===== src/rtl/pipelined_wallace_multiplier.sv =====
//------------------------------------------------------------------------------
// Module      : pipelined_wallace_multiplier
// Description : Signed/unsigned WIDTH x WIDTH multiplier with a Baugh-Wooley
//               carry-save tree spread over STAGES valid-tagged ranks.
// Revision    : 1.0 - initial release
//------------------------------------------------------------------------------
`timescale 1ns/1ps
`default_nettype none

module pipelined_wallace_multiplier #(
    parameter int WIDTH  = 8,
    parameter int STAGES = 3
) (
    input  logic                 clk,
    input  logic                 rst,
    input  logic                 in_valid,
    output logic                 in_ready,
    input  logic [WIDTH-1:0]     multiplicand,
    input  logic [WIDTH-1:0]     multiplier,
    input  logic                 signed_mode,
    output logic                 out_valid,
    input  logic                 out_ready,
    output logic [2*WIDTH-1:0]   product
);

    localparam int c_pw = 2 * WIDTH;

    typedef logic [c_pw-1:0]                row_t;
    typedef logic [WIDTH-1:0][c_pw-1:0]     mat_t;

    // Baugh-Wooley correction: +2^WIDTH + 2^(2*WIDTH-1), applied only in signed mode
    localparam row_t c_bw_fix = (row_t'(1) << WIDTH) | (row_t'(1) << (c_pw - 1));

    function automatic int next_rows(input int r);
        return (r / 3) * 2 + r % 3;
    endfunction

    function automatic int rows_after(input int lv);
        int r;
        r = WIDTH;
        for (int i = 0; i < 64; i++)
            if (i < lv) r = next_rows(r);
        return r;
    endfunction

    function automatic int count_levels();
        int r;
        int l;
        r = WIDTH;
        l = 0;
        for (int i = 0; i < 64; i++)
            if (r > 2) begin
                r = next_rows(r);
                l++;
            end
        return l;
    endfunction

    localparam int c_levels = count_levels();

    // One Wallace level: every full triple of live rows becomes sum + shifted carry
    function automatic mat_t csa_level(input mat_t x, input int n);
        mat_t y;
        row_t a;
        row_t b;
        row_t c;
        int   g;
        y = '0;
        g = n / 3;
        for (int t = 0; t < WIDTH / 3; t++)
            if (t < g) begin
                a = x[3*t];
                b = x[3*t+1];
                c = x[3*t+2];
                y[2*t]   = a ^ b ^ c;
                y[2*t+1] = ((a & b) | (a & c) | (b & c)) << 1;
            end
        for (int k = 0; k < 2; k++)
            if (k < n % 3) y[2*g+k] = x[3*g+k];
        return y;
    endfunction

    function automatic mat_t reduce_range(input mat_t x, input int lo, input int hi);
        mat_t m;
        m = x;
        for (int l = 0; l < 64; l++)
            if (l >= lo && l < hi) m = csa_level(m, rows_after(l));
        return m;
    endfunction

    function automatic row_t final_sum(input mat_t x, input int lo, input int hi,
                                       input logic mode);
        mat_t m;
        m = reduce_range(x, lo, hi);
        return m[0] + m[1] + (mode ? c_bw_fix : '0);
    endfunction

    logic               w_stall;
    logic               r_out_valid;
    row_t               r_product;

    logic               r_cap_valid;
    logic               r_cap_mode;
    logic [WIDTH-1:0]   r_cap_a;
    logic [WIDTH-1:0]   r_cap_b;
    mat_t               w_pp;

    assign w_stall   = r_out_valid & ~out_ready;
    assign in_ready  = ~w_stall & ~rst;
    assign out_valid = r_out_valid;
    assign product   = r_product;

    // Operand capture so that latency counts from the accepting edge
    always_ff @(posedge clk) begin
        if (rst) begin
            r_cap_valid <= 1'b0;
        end else if (!w_stall) begin
            r_cap_valid <= in_valid;
            if (in_valid) begin
                r_cap_a    <= multiplicand;
                r_cap_b    <= multiplier;
                r_cap_mode <= signed_mode;
            end
        end
    end

    // Partial products; signed mode inverts the cross terms with exactly one MSB
    always_comb begin
        logic w_bit;
        w_bit = 1'b0;
        w_pp  = '0;
        for (int i = 0; i < WIDTH; i++)
            for (int j = 0; j < WIDTH; j++) begin
                w_bit = r_cap_a[j] & r_cap_b[i];
                if (r_cap_mode && ((i == WIDTH - 1) != (j == WIDTH - 1))) w_bit = ~w_bit;
                w_pp[i][i+j] = w_bit;
            end
    end

    for (genvar s = 0; s < STAGES; s++) begin : g_stage
        localparam int c_lo = (c_levels * s) / STAGES;
        localparam int c_hi = (c_levels * (s + 1)) / STAGES;

        mat_t w_in;
        logic w_vin;
        logic w_min;

        if (s == 0) begin : g_src_pp
            assign w_in  = w_pp;
            assign w_vin = r_cap_valid;
            assign w_min = r_cap_mode;
        end else begin : g_src_rank
            assign w_in  = g_stage[s-1].g_rank.r_rows;
            assign w_vin = g_stage[s-1].g_rank.r_valid;
            assign w_min = g_stage[s-1].g_rank.r_mode;
        end

        if (s < STAGES - 1) begin : g_rank
            mat_t w_red;
            mat_t r_rows;
            logic r_valid;
            logic r_mode;

            assign w_red = reduce_range(w_in, c_lo, c_hi);

            always_ff @(posedge clk) begin
                if (rst) begin
                    r_valid <= 1'b0;
                end else if (!w_stall) begin
                    r_valid <= w_vin;
                    if (w_vin) begin
                        r_rows <= w_red;
                        r_mode <= w_min;
                    end
                end
            end
        end else begin : g_last
            row_t w_sum;

            assign w_sum = final_sum(w_in, c_lo, c_hi, w_min);

            always_ff @(posedge clk) begin
                if (rst) begin
                    r_out_valid <= 1'b0;
                    r_product   <= '0;
                end else if (!w_stall) begin
                    r_out_valid <= w_vin;
                    if (w_vin) r_product <= w_sum;
                end
            end
        end
    end

endmodule

`default_nettype wire


===== config.mk =====
export PLATFORM = sky130hd
export DESIGN_NAME = pipelined_wallace_multiplier
export DESIGN_NICKNAME = d
export VERILOG_FILES = /design/src/rtl/pipelined_wallace_multiplier.sv
export SDC_FILE = /design/constraint.sdc
export NUM_CORES = 1
export LEC_CHECK = 0
export CAP_MARGIN = 40
export CORE_MARGIN = 2
export CORE_UTILIZATION = 27
export DETAILED_ROUTE_END_ITERATION = 8
export PLACE_DENSITY = 0.52
export SLEW_MARGIN = 20
export SYNTH_ARGS = -nofsm -noshare
export SYNTH_HDL_FRONTEND = slang
export SYNTH_SLANG_ARGS = --single-unit

===== constraint.sdc =====
create_clock -name clk -period 2.9 [get_ports clk]
set_clock_uncertainty 0.05 [all_clocks]
set_input_delay 0.725 -clock clk [delete_from_list [all_inputs] [get_ports clk]]
set_output_delay 0.725 -clock clk [all_outputs]
set_load 0.05 [all_outputs]

==> results of run 1 <==
per-layer routing:
metal  track usage (%)  vias to the layer above  share of wire, %
met2              14.3                       76                43
met3              3.08                       20               4.8
li1                  -                     1588                 -
met1              13.8                     1543                50
met4              4.59                        0               2.1
met5                 0                        -                 0
state kept, by name (all words and copies together), names as in the netlist:
register                count
g_stage.w_vin               1
out_valid                   1
g_stage.g_rank.r_valid      2
g_stage.g_rank.r_mode       2
r_cap_b                     8
g_stage.w_min               1
r_cap_a                     8
product                    16
g_stage.g_rank.r_rows      91
cell type report:
cell class	instances	area (um2)
flip-flops and latches	130	3700
clock buffers	20	437
repair buffers	57	557
inverters	27	101
fillers	2168	14700
well taps	285	357
multi-input cells	251	2410
clock inverters	12	115
cells by family (layout without fill, tap and decap cells):
family	Yosys count	after routing	synth area share, %
AOI/OAI and AO/OA	36	36	3.42
buffers and inverters	38	116	2.52
muxes	3	3	0.492
DFF	130	130	60.6
adders and majority gates	73	73	19.9
xor gates and xnor gates	18	18	2.58
and+or+nand+nor	121	121	10.5
worst max-delay path: stages (launching register included):
cell and delay, ps:
edfxtp_1 390, fa_1 560, fa_1 430, fa_1 520
ha_4 320, a21oi_4 70, o21ai_4 180, o22ai_2 90
or4_1 410, nand3_1 80
through the flow:
stage	util, %	cell area, um2	TNS (ps)
6_report	34.3	7680	-1230
5_1_grt	34.3	7680	-2080
4_1_cts	33.9	7600	-924
3_5_place_dp	31.2	6990	-1220
3_3_place_gp	31.2	6990	-864
2_1_floorplan	-	6160	-313
worst max path at each step:
stage                                      startpoint                       end  slack [ps]  cells past startpoint
5_1_grt         g_stage[1].g_rank.r_rows[7]$_DFFE_PP_  product[13]$_SDFFE_PP0P_        -370                     11
4_1_cts        g_stage[1].g_rank.r_rows[40]$_DFFE_PP_  product[12]$_SDFFE_PP0P_        -240                      9
3_5_place_dp   g_stage[1].g_rank.r_rows[40]$_DFFE_PP_  product[12]$_SDFFE_PP0P_        -240                      9
6_report       g_stage[1].g_rank.r_rows[40]$_DFFE_PP_  product[14]$_SDFFE_PP0P_        -260                      9
2_1_floorplan  g_stage[1].g_rank.r_rows[40]$_DFFE_PP_  product[12]$_SDFFE_PP0P_        -110                      9
3_3_place_gp   g_stage[1].g_rank.r_rows[40]$_DFFE_PP_  product[14]$_SDFFE_PP0P_        -160                      9
power breakdown:
group          internal (mW)  switching [mW]
Sequential              2.10          0.0438
Combinational          0.210           0.224
Clock                   1.25           0.769
what timing repair did:
item / 4_1_cts / 5_1_grt
endpoints found under the setup margin: 7 / 7
resized for setup: 7 / 13
buffers inserted: 1 / 1
pin swaps: 8 / 15
placed cells by master (no fill, tap or decap), types with 3 or more instances in the layout:
master	Yosys	final
edfxtp_1	110	110
and2_1	52	52
nand2_1	40	40
fa_1	40	38
clkdlybuf4s50_1	0	37
ha_1	33	26
inv_1	27	25
dfxtp_1	20	20
xnor2_1	18	17
clkbuf_16	0	17
a21oi_1	21	16
buf_4	2	16
nor2_1	6	6
ha_4	0	6
nand3_1	5	5
clkinv_1	0	5
and3_1	5	4
a21oi_4	0	3
or4_1	3	3
a21oi_2	1	3
mux2i_1	3	3
clkbuf_1	6	3
clkinvlp_4	0	3
==> qor.yml, run 1 <==
grt:
  grt_pass1_wl_mm: 18.4
  grt.total_usage_pct: 9.97
  grt_pass1_vias: 3584
  grt_overflow_total: 0
  antenna_found_initial: 0
  grt_max_degree: 41
worst_hold_path:
  worstHoldStart: "g_stage[0].g_rank.r_rows[42]$_DFFE_PP_"
  hp-class: "reg -> reg"
  hold_depth: 0
  hold_end: "g_stage[1].g_rank.r_rows[10]$_DFFE_PP_"
logic_synthesis:
  syn_avg_cell_area_um2: 14.6
  synthFlopType: "edfxtp_1"
  synth_top_cell_by_area: "edfxtp_1"
  synth.distinct_cells: 33
  synth_area_um2: 6110
  syn_nets: 513
  synth_seq_cells: 130
  synth.top_cell.area_share_pct: 54.1
  yosys.cell_count.top_type: "edfxtp_1"
  synth_common_cells: "edfxtp_1, and2_1, fa_1, nand2_1, ha_1"
  syn_inst: 419
  yosys_warnings: 0
  synthArstFlopShare_pct: 0
  seq_area_frac_synth_pct: 60.6
  yosys-top-cells-area: "edfxtp_1, fa_1, ha_1"
  synth_edf_count: 110
timing:
  setup_ws_ps: -264
  slew_viol_final: 0
  holdWs_ps: 368
  slew_headroom_pct: 65.4
  max_freq_mhz: 316
  final.min_clock_period_ps: 3160
  hold_viol: 0
  fin_crit_sh_pct: 109
  finalSetupViolations: 7
  rsz0062_at_grt: "true"
  tightest_slew_ps: 518
worst_setup_path:
  worst_ep_required_time_ps: 3210
  ff2ff_setup_slack_ps: -260
  crit_fanout: 3
  r2r_start: "g_stage[1].g_rank.r_rows[40]$_DFFE_PP_"
  start_kind: "flop"
  cp-end-kind: "flop"
  worstReg2RegEnd: "product[14]$_SDFFE_PP0P_"
  worst_ep_arrival_time_ps: 3470
  path_class: "reg -> reg"
  reg2reg_depth: 9
floorplan:
  std_cell_rows: 55
  die_w_um: 154
  core_area_um2: 22400
  initial_core_util_pct: 27.2
  dieHeight_um: 154
  die_area_um2: 23800
  ios: 39
route:
  drt-initial-drc-count: 222
  route.detailed.drc: 0
  viasPerCell: 4.13
  drt_pre_antenna_iters: 4
  postRouteAntennaNets: 0
  finalWirelength_mm: 10.8
  wl_per_cell_um: 13.8
  vias: 3227
final_layout:
  drive_above_1_share_pct: 13.9
  area_growth_pct: 25.8
  antenna_cells: 0
  fin_cells: 782
  fin_nets: 578
placement:
  preCtsSetupSlack_ps: -238
  place.gp.congestion: 0.772
  portBuffers: 38
  dp.cells: 747
  post-dp-hpwl_mm: 7.56
clock_network:
  cts_buffers: 17
  clockRootBuffer: "clkbuf_16"
  htreeDepth: 4
  clkTransAtPathRegs_ps: 60
  cts_tree: "yes"
  numClockSinks: 130
  cts.path.max_buffers: 2
  cts_hold_buf: 0
  clkLatencyLatePin_ps: 410
status:
  status: "complete, but fails checks"
  violations: "negative setup slack"
power:
  ir_worst_vdd_mv: 0.320
  power_mw: 4.59
  leakagePower_nw: 2.81
  p_per_area_nw_per_um2: 597
run:
  drv_cap: 0
No activity file was read; power rests on OpenSTA's default activity.
==> run 2: changes to the inputs <==
--- a/config.mk
+++ b/config.mk
@@ -6,10 +6,12 @@
 export NUM_CORES = 1
 export LEC_CHECK = 0
 export CAP_MARGIN = 40
+export CELL_PAD_IN_SITES_DETAIL_PLACEMENT = 1
+export CELL_PAD_IN_SITES_GLOBAL_PLACEMENT = 2
 export CORE_MARGIN = 2
 export CORE_UTILIZATION = 27
 export DETAILED_ROUTE_END_ITERATION = 8
-export PLACE_DENSITY = 0.52
+export PLACE_DENSITY = 0.64
 export SLEW_MARGIN = 20
 export SYNTH_ARGS = -nofsm -noshare
 export SYNTH_HDL_FRONTEND = slang
==> constraint.sdc (replaced) <==
create_clock -name clk -period 2.5 [get_ports clk]
set_clock_uncertainty 0.05 [all_clocks]
set_input_delay 0.625 -clock clk [delete_from_list [all_inputs] [get_ports clk]]
set_output_delay 0.625 -clock clk [all_outputs]
set_load 0.05 [all_outputs]
==> qor.yml, run 2 (synthesized netlist as in run 1, its figures left out) <==
route:
  route.detailed.drc: 0
  finalWirelength_mm: 11.9
  wl_per_cell_um: 15.0
  postRouteAntennaNets: 0
  viasPerCell: 4.24
  drt-initial-drc-count: 116
  drt_pre_antenna_iters: 4
  vias: 3352
power:
  p_per_area_nw_per_um2: 721
  ir_worst_vdd_mv: 0.391
  power_mw: 5.68
  leakagePower_nw: 2.90
worst_setup_path:
  r2r_start: "g_stage[1].g_rank.r_rows[39]$_DFFE_PP_"
  worst_ep_required_time_ps: 2810
  path_class: "reg -> reg"
  worst_ep_arrival_time_ps: 3390
  ff2ff_setup_slack_ps: -580
  reg2reg_depth: 10
  path_cells: "fa_1 -> inv_2 -> fa_2 -> inv_2 -> ha_4 -> fa_2 -> a21oi_4 -> o21ai_4 -> or3_1 -> a21oi_2"
  crit_fanout: 3
  cpPeakStageDelay_ps: 560
  path_buf_inv: 2
  slowest_stage: "fa_1"
  start_kind: "flop"
  cp-end-kind: "flop"
  worstReg2RegEnd: "product[10]$_SDFFE_PP0P_"
  critPathTopFamily: "adder cells"
clock_network:
  cts.path.max_buffers: 2
  clkTransAtPathRegs_ps: 60
  htreeDepth: 4
  numClockSinks: 130
  cts_tree: "yes"
  clkLatencyLatePin_ps: 420
  cts_hold_buf: 0
  cts_buffers: 17
  clockRootBuffer: "clkbuf_16"
floorplan:
  dieHeight_um: 154
  ios: 39
  std_cell_rows: 55
  die_area_um2: 23800
  initial_core_util_pct: 27.2
  core_area_um2: 22400
  die_w_um: 154
timing:
  setup_ws_ps: -583
  rsz0062_at_grt: "true"
  final.min_clock_period_ps: 3080
  slew_viol_final: 0
  hold_viol: 0
  slew_headroom_pct: 65.6
  max_freq_mhz: 324
  fin_crit_sh_pct: 123
  tightest_slew_ps: 514
  finalSetupViolations: 9
placement:
  place.gp.congestion: 0.721
  portBuffers: 38
  post-dp-hpwl_mm: 8.52
  place_area_um2: 7080
worst_hold_path:
  hold_end: "g_stage[1].g_rank.r_rows[12]$_DFFE_PP_"
  hp-class: "reg -> reg"
  worstHoldStart: "g_stage[0].g_rank.r_rows[44]$_DFFE_PP_"
  hold_depth: 0
grt:
  antenna_found_initial: 0
  grt_pass1_vias: 3850
  grt.total_usage_pct: 10.7
  grt_overflow_total: 0
  grt_pass1_wl_mm: 19.7
  grt_max_degree: 41
final_layout:
  antenna_cells: 0
  n_fill_cell: 2344
  layout_commonest_cell: "edfxtp_1"
  top_register: "g_stage.g_rank.r_rows"
  largest_register_ffs: 91
  layout_common_cells: "edfxtp_1, and2_1, nand2_1, fa_1, clkdlybuf4s50_1"
  drive_above_1_share_pct: 17.8
  fin_nets: 587
  finalInstanceArea_um2: 7880
  area_growth_pct: 29.0
status:
  violations: "negative setup slack"
  status: "complete, but fails checks"
run:
  drv_cap: 0
## run 2: worst register-to-register path, cell delays in order (launching register included)
cell	delay [ps]
edfxtp_1	390
fa_1	560
inv_2	40
fa_2	520
inv_2	40
ha_4	220
fa_2	420
a21oi_4	170
o21ai_4	80
or3_1	390
a21oi_2	140
## run 2: per-layer routing
layer  global-route usage, %  routed length [um]  up-vias
met4                    5.03                 238        0
li1                        -                   -     1601
met3                    2.58                 328       16
met1                    13.7                5610     1677
met2                    17.3                5680       58
met5                       0                   0        -
## run 2: worst max path at each step
stage	end	depth (start not counted)	startpoint
6_report	product[10]$_SDFFE_PP0P_	10	g_stage[1].g_rank.r_rows[39]$_DFFE_PP_
5_1_grt	product[10]$_SDFFE_PP0P_	10	g_stage[1].g_rank.r_rows[39]$_DFFE_PP_
4_1_cts	product[14]$_SDFFE_PP0P_	9	g_stage[1].g_rank.r_rows[40]$_DFFE_PP_
3_5_place_dp	product[13]$_SDFFE_PP0P_	10	g_stage[1].g_rank.r_rows[7]$_DFFE_PP_
3_3_place_gp	product[14]$_SDFFE_PP0P_	11	g_stage[1].g_rank.r_rows[7]$_DFFE_PP_
2_1_floorplan	product[12]$_SDFFE_PP0P_	9	g_stage[1].g_rank.r_rows[40]$_DFFE_PP_
## run 2: cell type report
type / count / area (um2) / area share [%]
multi-input cells: 251 / 2440 / 30.9
inverters: 27 / 101 / 1.29
flip-flops and latches: 130 / 3700 / 47.0
clock buffers: 17 / 425 / 5.40
clock inverters: 15 / 205 / 2.60
repair buffers: 66 / 649 / 8.24
well taps: 285 / 357 / 4.53
## run 2: report_power, final
part / leakage, nW / switching (mW) / total [mW] / internal, mW
sequential: 1.18 / 0.0528 / 2.48 / 2.43
combinational: 1.42 / 0.275 / 0.543 / 0.267
clock: 0.296 / 0.973 / 2.65 / 1.68
total: 2.90 / 1.30 / 5.68 / 4.38
## run 2: repair_timing
| item | in CTS | in global routing |
|---|---|---|
| buffers inserted | 4 | 4 |
| resized for setup | 9 | 19 |
| setup endpoints to repair | 9 | 9 |
| pin swaps | 12 | 12 |
## run 2: per-stage QoR
stage          instances  hold WS, ps  utilization [%]  worst slack [ps]  setup TNS, ps
2_1_floorplan        419          350                -              -486          -2860
3_3_place_gp         753          360             31.5              -570          -3990
3_5_place_dp         753          358             31.5              -627          -4330
4_1_cts              789          370             34.6              -625          -4510
5_1_grt              791          379             35.1              -696          -5230
6_report             791          368             35.1              -583          -4250
==> run 3: changes to the inputs <==
--- a/config.mk
+++ b/config.mk
@@ -10,6 +10,7 @@
 export CELL_PAD_IN_SITES_GLOBAL_PLACEMENT = 2
 export CORE_MARGIN = 2
 export CORE_UTILIZATION = 27
+export CTS_CLUSTER_SIZE = 24
 export DETAILED_ROUTE_END_ITERATION = 8
 export PLACE_DENSITY = 0.64
 export SLEW_MARGIN = 20
==> results of run 3 <==
Same layout as run 2: the final DEF is identical, and so are final timing and power.
